<file path="src/rtl/demux1_4_reg_pkg.sv">
// Shared lane definitions for the registered 1:4 demux.
// Lane count, select width and lane encodings.
package demux1_4_reg_pkg;

  localparam int NUM_LANES = 4;
  localparam int SEL_W     = 2;

  typedef enum logic [SEL_W-1:0] {
    LANE0 = 2'd0,
    LANE1 = 2'd1,
    LANE2 = 2'd2,
    LANE3 = 2'd3
  } lane_e;

endpackage

</file>
<file path="src/rtl/lane_reg.sv">
// One-entry valid/data holding register for a demux lane.
// A load wins over a drain on the same edge, so there is no bubble.
module lane_reg
  import demux1_4_reg_pkg::*;
#(
  parameter int WIDTH = 32
) (
  input  logic             clk,
  input  logic             rst_n,
  input  logic             load,
  input  logic [WIDTH-1:0] data,
  input  logic             ready,
  output logic             valid,
  output logic [WIDTH-1:0] q,
  output logic             free
);

  assign free = ~valid | ready;

  always_ff @(posedge clk or negedge rst_n) begin
    if (!rst_n) begin
      valid <= 1'b0;
      q     <= '0;
    end else if (load) begin
      valid <= 1'b1;
      q     <= data;
    end else if (ready) begin
      valid <= 1'b0;
    end
  end

endmodule

</file>
<file path="src/rtl/demux1_4_reg.sv">
// Registered 1:4 demux with valid/ready handshake.
// Lane picked by in_sel or by a round-robin pointer.
module demux1_4_reg
  import demux1_4_reg_pkg::*;
#(
  parameter int WIDTH = 32,
  parameter int CNT_W = 16
) (
  input  logic               clk,
  input  logic               rst_n,
  input  logic               in_valid,
  output logic               in_ready,
  input  logic [WIDTH-1:0]   in_data,
  input  logic [1:0]         in_sel,
  input  logic               rr_en,
  output logic [3:0]         out_valid,
  input  logic [3:0]         out_ready,
  output logic [4*WIDTH-1:0] out_data,
  output logic [1:0]         rr_ptr,
  output logic [CNT_W-1:0]   accept_cnt
);

  lane_e                tgt;
  logic                 accept;
  logic [NUM_LANES-1:0] free;
  logic [NUM_LANES-1:0] load;

  assign tgt      = lane_e'(rr_en ? rr_ptr : in_sel);
  assign in_ready = free[tgt];
  assign accept   = in_valid & in_ready;

  always_comb begin
    load = '0;
    unique case (tgt)
      LANE0: load[0] = accept;
      LANE1: load[1] = accept;
      LANE2: load[2] = accept;
      LANE3: load[3] = accept;
    endcase
  end

  for (genvar i = 0; i < NUM_LANES; i++) begin : g_lane
    lane_reg #(
      .WIDTH(WIDTH)
    ) u_lane (
      .clk  (clk),
      .rst_n(rst_n),
      .load (load[i]),
      .data (in_data),
      .ready(out_ready[i]),
      .valid(out_valid[i]),
      .q    (out_data[i*WIDTH +: WIDTH]),
      .free (free[i])
    );
  end

  // Pointer only moves on a round-robin accept; it never skips a full lane.
  always_ff @(posedge clk or negedge rst_n) begin
    if (!rst_n) begin
      rr_ptr     <= '0;
      accept_cnt <= '0;
    end else if (accept) begin
      accept_cnt <= accept_cnt + CNT_W'(1);
      if (rr_en) rr_ptr <= rr_ptr + 2'd1;
    end
  end

endmodule
</file>
<file path="config.mk">
export PLATFORM = sky130hd
export DESIGN_NAME = demux1_4_reg
export DESIGN_NICKNAME = d
export VERILOG_FILES = /design/src/rtl/demux1_4_reg_pkg.sv /design/src/rtl/lane_reg.sv /design/src/rtl/demux1_4_reg.sv
export SDC_FILE = /design/constraint.sdc
export NUM_CORES = 1
export LEC_CHECK = 0
export ABC_CLOCK_PERIOD_IN_PS = 3100
export BUFFER_PORTS_ARGS = -buffer_cell sky130_fd_sc_hd__buf_2
export CAP_MARGIN = 0
export CORE_MARGIN = 5
export CORE_UTILIZATION = 39
export DETAILED_ROUTE_END_ITERATION = 8
export PLACE_DENSITY = 0.7
export SLEW_MARGIN = 25
export SYNTH_ARGS = -nofsm -noshare
export SYNTH_HDL_FRONTEND = slang
export SYNTH_HIERARCHICAL = 1
export SYNTH_SLANG_ARGS = --single-unit
</file>
<file path="constraint.sdc">
create_clock -name clk -period 3.1 [get_ports clk]
set_clock_uncertainty 0.15 [all_clocks]
set_input_delay 0.155 -clock clk [delete_from_list [all_inputs] [get_ports clk]]
set_output_delay 0.155 -clock clk [all_outputs]
set_load 0.02 [all_outputs]
</file>
==> results of run 1 <==
path summary, 6_finish.rpt:
kind                                          endpoint            from  depth (start not counted)
worst max register to register  g_lane[1].u_lane/q[30]       rr_ptr[0]                          6
max in group asynchronous        g_lane[3].u_lane/q[7]           rst_n                          3
worst min-delay path                    accept_cnt[15]        in_valid                          5
min in group asynchronous        g_lane[3].u_lane/q[2]           rst_n                          2
worst max-delay path            g_lane[1].u_lane/q[30]           rr_en                          8
worst min register to register          accept_cnt[15]  accept_cnt[15]                          1
worst register-to-register path, delay by kind of cell (launching register included):
kind            cells  cell delay (ps)
buf+inv             1              320
simple gates        1              180
flops               1              460
mux                 1              380
compound gates      3             1040
per-layer routing:
metal  track usage (%)  vias up
met5                 0        -
met4              5.10        0
met3              5.10       12
met2              26.0      139
met1              20.6     2045
li1                  -     1817
final cells by class:
cell class	instances	area (um^2)	area share, %
Multi-Input combinational cell	208	2430	28.6
Tap cell	220	275	3.24
Clock inverter	13	133	1.56
Timing Repair Buffer	242	1450	17.1
Clock buffer	19	433	5.10
Sequential cell	150	3750	44.2
Inverter	3	11.3	0.133
flip-flops by register name, indices dropped and copies added (netlist names):
signal / cells
accept_cnt: 16
g_lane.u_lane/valid: 4
rr_ptr: 2
g_lane.u_lane/q: 128
cell usage in the layout (no fill, tap or decap), drive strengths merged, types with 4 or more instances in the layout:
cell type,instances
clkbuf,19
dfrtp,150
inv,4
dlygate4sd3,38
clkinv,6
nor3,7
nand3,8
nor2,6
clkinvlp,4
nand2b,8
xor2,6
mux2,128
xnor2,11
nand2,11
buf,204
where the power goes:
part           switching (uW)  internal (uW)
Clock                     806           1180
Combinational            2180           1980
Sequential                611           2890
metrics by stage:
| step | cell area [um^2] | power (uW) | hold WS, ps | util, % |
|---|---|---|---|---|
| after global placement | 7540 | 7540 | 112 | 45.8 |
| after detailed placement | 7540 | 7660 | 112 | 45.8 |
| after CTS | 8490 | 9750 | 9.39 | 51.5 |
| after floorplan | 6480 | 6290 | -291 | - |
| final | 8490 | 9640 | 41.7 | 51.5 |
| after global routing | 8490 | 10100 | 29.0 | 51.5 |
logic make-up after synthesis:
| kind of cell | count (synthesis) |
|---|---|
| compound gates | 9 |
| simple gates | 53 |
| xor+xnor | 17 |
| fa+ha+maj | 1 |
| flops | 150 |
| mux | 128 |
| buf+inv | 22 |
repair_timing:
action / CTS / global route
hold endpoints to repair: 214 / 0
setup endpoints to repair: 0 / 0
hold buffers: 38 / 0
resized for setup: 0 / 0
==> run_results.csv, run 1 <==
group,metric,value,unit
global_routing,grt_pass1_vias,4431,
worst_setup_path,path_buf_inv,3,
floorplan,start_util,39.3,%
pwr,p_leak,0.00416,uW
timing,slew_violations,0,
clock_tree,cts.sinks,150,
detailed_routing,remaining_drc_errors,0,
worst_setup_path,critPathSlowestCell,"dlygate4sd3_1",
worst_setup_path,crit_fanout,18,
detailed_routing,met1Wirelength,6760,um
timing,maxSlewHeadroom,48.5,%
timing,fin_crit,2690,ps
synthesis,synth.most_common_cell,"dfrtp_1",
synthesis,yosys.area.top_type,"dfrtp_1",
detailed_routing,dr_wl_met3,918,um
synthesis,yosys.area_share.simple,4.39,%
worst_setup_path,crit_path_end_kind,"flip-flop",
place,place_worst_setup_slack,451,ps
run_status,status,"finished, final reports clean",
clock_tree,cts_buffers,17,
synthesis,netlist_top_cells_area,"dfrtp_1, mux2_4, buf_12",
run,cap_violations,0,
synthesis,synth_top_family_by_area,"multiplexers",
cells_and_area,syn_to_final_growth,31.0,%
timing,fin_setup_tns,0,ps
pwr,powerDensity,1140,nW/um^2
synthesis,ys_seq_area_share,58.0,%
clock_tree,htree_levels,4,
floorplan,coreArea,16500,um^2
timing,rsz0062_at_grt,"no",
cells_and_area,antenna_cells,0,
cells_and_area,drive_gt1_share,57.8,%
floorplan,die_h,139,um
synthesis,synth_top_area_share,58.0,%
synthesis,syn-num-nets,423,
global_routing,overflow,0,
synthesis,dominantRegCellSynth,"dfrtp_1",
synthesis,synth_compound_area_share,1.24,%
worst_setup_path,crit_arrival,2840,ps
synthesis,ys_ff_latch,150,
detailed_routing,avgRoutedWirePerCell,17.9,um
global_routing,grt_max_degree,84,
global_routing,grt_pass1_wl,24700,um
worst_setup_path,cp_cell_sequence,"dlygate4sd3_1 > buf_2 > nand3b_1 > a21boi_0 > o41a_1 > o21a_2 > buf_4 > mux2_2",
clock_tree,cts_tree,"built",
worst_setup_path,cp-start-kind,"primary input",
clock_tree,cts_setup_buffers,0,
cells_and_area,layout.cells.non_filler,855,
worst_setup_path,r2r_slack,470,ps
pwr,ir_worst_vdd,0.611,mV
synthesis,async_reset_ff_share,100,%
detailed_routing,via_count,4013,
synthesis,synth-xor-area-share,2.30,%
cells_and_area,fin_nets,665,
synthesis,synth_common_cells,"dfrtp_1, mux2_4, buf_12, mux2_2",
detailed_routing,wl_met2,7460,um
global_routing,antenna_found_initial,0,
cells_and_area,nFillCells,1401,
synthesis,syn-mean-instance-area,17.0,um^2
clock_tree,cts_buffer_depth,2,
floorplan,rows,47,
timing,fin_crit_sh,86.9,%
detailed_routing,routed_wl,15300,um
timing,timing.fmax,371,MHz
synthesis,yosysWarnings,6,
timing,tightestPinTransition,772,ps
worst_setup_path,critical_path_class,"in -> reg",
floorplan,die_area,19300,um^2
timing,final.setup.worst_slack,406,ps
worst_setup_path,crit_family,"compound AO/OA/AOI/OAI gates",
synthesis,synth_edf_count,0,
synthesis,yosys-mux-area-fraction,29.0,%
floorplan,io_pins,193,
place,dp.cells,785,
global_routing,grt_usage,16.0,%
synthesis,synth_adder_area_share,0.193,%
clock_tree,cts_root_buf,"clkbuf_16",
place,gp_congestion,0.816,
synthesis,synthesis.instances,380,
timing,setup_viol,0,
clock_tree,cts.clk_slew.worst_paths,60,ps
timing,final_hold_viol_count,0,
worst_setup_path,crit_required,3250,ps
clock_tree,clock_latency,410,ps
detailed_routing,viasPerCell,4.69,
detailed_routing,maxUsedRoutingLayer,"met4",
place,dp_hpwl,10500,um
detailed_routing,drtAntennaViolNets,0,
place,io_buffers,192,
synthesis,synthesis.area,6480,um^2
synthesis,ys_types,32,
detailed_routing,first_iter_violations,116,
detailed_routing,first_pass_iters,4,
floorplan,fp.dieW,139,um
worst_setup_path,slowest_delay,530,ps
min_path,hold_class,"in -> reg",
(Power assumes the default switching activity.)
==> run 2: changes to the inputs <==
- HOLD_SLACK_MARGIN: not set -> 0.05
- RECOVER_POWER: not set -> 50
==> run_results.csv, run 2 (synthesized netlist as in run 1, its figures left out) <==
group,metric,value,unit
pwr,ir_worst_vdd,0.654,mV
min_path,whs_path_depth,1,
floorplan,start_util,39.3,%
pwr,powerDensity,1130,nW/um^2
timing,fin_crit,2690,ps
detailed_routing,remaining_drc_errors,0,
place,place_worst_setup_slack,451,ps
worst_setup_path,crit_required,3250,ps
global_routing,grt_max_degree,84,
place,gp_congestion,0.816,
worst_setup_path,cp-start-kind,"primary input",
timing,maxSlewHeadroom,-39.0,%
floorplan,io_pins,193,
clock_tree,cts_tree,"built",
global_routing,grt_usage,16.1,%
timing,fin_setup_tns,0,ps
cells_and_area,largest_reg_flops,128,
worst_setup_path,r2r.worst_path.cells,6,
timing,tightestPinTransition,2090,ps
clock_tree,cts_buffer_depth,2,
detailed_routing,first_iter_violations,134,
cells_and_area,mostFrequentLayoutCells,"dfrtp_1, clkbuf_1, mux2_4",
floorplan,die_h,139,um
run_status,violations,"capacitance limit, slew limit",
cells_and_area,drive_gt1_share,35.1,%
pwr,p_leak,0.00373,uW
clock_tree,cts.sinks,150,
cells_and_area,final_common_cell,"dfrtp_1",
cells_and_area,antenna_cells,0,
global_routing,overflow,0,
worst_setup_path,critical_path_class,"in -> reg",
timing,slew_violations,83,
clock_tree,clock_latency,410,ps
floorplan,die_area,19300,um^2
timing,timing.fmax,372,MHz
timing,fin_crit_sh,86.8,%
detailed_routing,avgRoutedWirePerCell,18.0,um
detailed_routing,viasPerCell,4.70,
cells_and_area,fin_nets,666,
timing,final.setup.worst_slack,409,ps
cells_and_area,max_flop_register,"g_lane.u_lane/q",
clock_tree,ctsHoldBuffers,39,
clock_tree,cts.clk_slew.worst_paths,60,ps
floorplan,coreArea,16500,um^2
clock_tree,cts_buffers,17,
cells_and_area,syn_to_final_growth,28.3,%
detailed_routing,via_count,4019,
global_routing,grt_pass1_vias,4438,
min_path,hold_class,"reg -> reg",
min_path,hold_end,"accept_cnt[15]",
worst_setup_path,slowest_delay,530,ps
place,io_buffers,192,
floorplan,rows,47,
worst_setup_path,r2r_slack,470,ps
timing,setup_viol,0,
worst_setup_path,crit_fanout,18,
timing,rsz0062_at_grt,"no",
detailed_routing,first_pass_iters,4,
worst_setup_path,cp_cell_sequence,"dlygate4sd3_1 > buf_2 > nand3b_1 > a21boi_0 > o41a_1 > o21a_2 > buf_4 > mux2_2",
worst_setup_path,critPathSlowestCell,"dlygate4sd3_1",
detailed_routing,routed_wl,15400,um
global_routing,antenna_found_initial,0,
clock_tree,cts_setup_buffers,0,
worst_setup_path,reg2reg_to,"g_lane[1].u_lane/q[30]",
clock_tree,postCtsResizedCells,0,
detailed_routing,drtAntennaViolNets,0,
place,dp_hpwl,10500,um
worst_setup_path,r2r_start,"rr_ptr[0]",
cells_and_area,largestRegisters,"g_lane.u_lane/q (128), accept_cnt (16), g_lane.u_lane/valid (4)",
worst_setup_path,crit_arrival,2840,ps
clock_tree,htree_levels,4,
timing,final_hold_viol_count,0,
worst_setup_path,crit_path_end_kind,"flip-flop",
clock_tree,cts_root_buf,"clkbuf_16",
run_status,status,"finished with violations",
floorplan,fp.dieW,139,um
run,cap_violations,1,
min_path,hp-start,"accept_cnt[15]",
global_routing,grt_pass1_wl,24800,um
run 2: cell types whose count changed in the layout (fill, tap and decap cells not counted), sizes merged:
cell / before / now
buf: 204 / 59
clkbuf: 19 / 164
dlygate4sd3: 38 / 39
run 2: power breakdown:
group / leakage, uW / switching [uW] / internal [uW]
logic: 0.00165 / 2180 / 1730
clock network: 0.000269 / 803 / 1180
registers: 0.00181 / 642 / 2890
run 2: how the worst max path moves through the flow:
| stage | from | end |
|---|---|---|
| floorplan | rr_ptr[1] | g_lane[3].u_lane/q[0] |
| finish | rr_en | g_lane[1].u_lane/q[30] |
| CTS | rr_en | g_lane[1].u_lane/q[30] |
| global placement | rr_ptr[0] | g_lane[1].u_lane/q[30] |
| global route | rr_en | g_lane[1].u_lane/q[30] |
| detailed placement | rr_ptr[0] | g_lane[1].u_lane/q[30] |
run 2: cell type report:
| cell class | instances | area (um^2) |
|---|---|---|
| Sequential cell | 150 | 3750 |
| Clock inverter | 13 | 133 |
| Inverter | 3 | 11.3 |
| Clock buffer | 19 | 433 |
| Fill cell | 1477 | 8160 |
| Timing Repair Buffer | 243 | 1270 |
| Multi-Input combinational cell | 208 | 2430 |
| Tap cell | 220 | 275 |
run 2: worst max-delay path: cells and delay by family:
| family | cells | cell delay, ps |
|---|---|---|
| AOI/OAI and AO/OA | 3 | 1050 |
| buffers and inverters | 3 | 1020 |
| and+or+nand+nor | 1 | 230 |
| muxes | 1 | 370 |
run 2: per-stage QoR:
| stage | area [um^2] | power, uW | instances | hold slack [ps] | utilization (%) |
|---|---|---|---|---|---|
| floorplan | 6480 | 6290 | 380 | -291 | - |
| global placement | 7540 | 7540 | 785 | 112 | 45.8 |
| detailed placement | 7540 | 7660 | 785 | 112 | 45.8 |
| finish | 8310 | 9420 | 856 | 343 | 50.5 |
| CTS | 8500 | 9750 | 856 | 233 | 51.6 |
| global route | 8310 | 9910 | 856 | 341 | 50.5 |
run 2: layer usage:
layer	routed length (um)	GRT usage, %
met5	0	0
met3	1030	5.14
met4	188	5.10
met1	6660	20.6
met2	7500	26.2
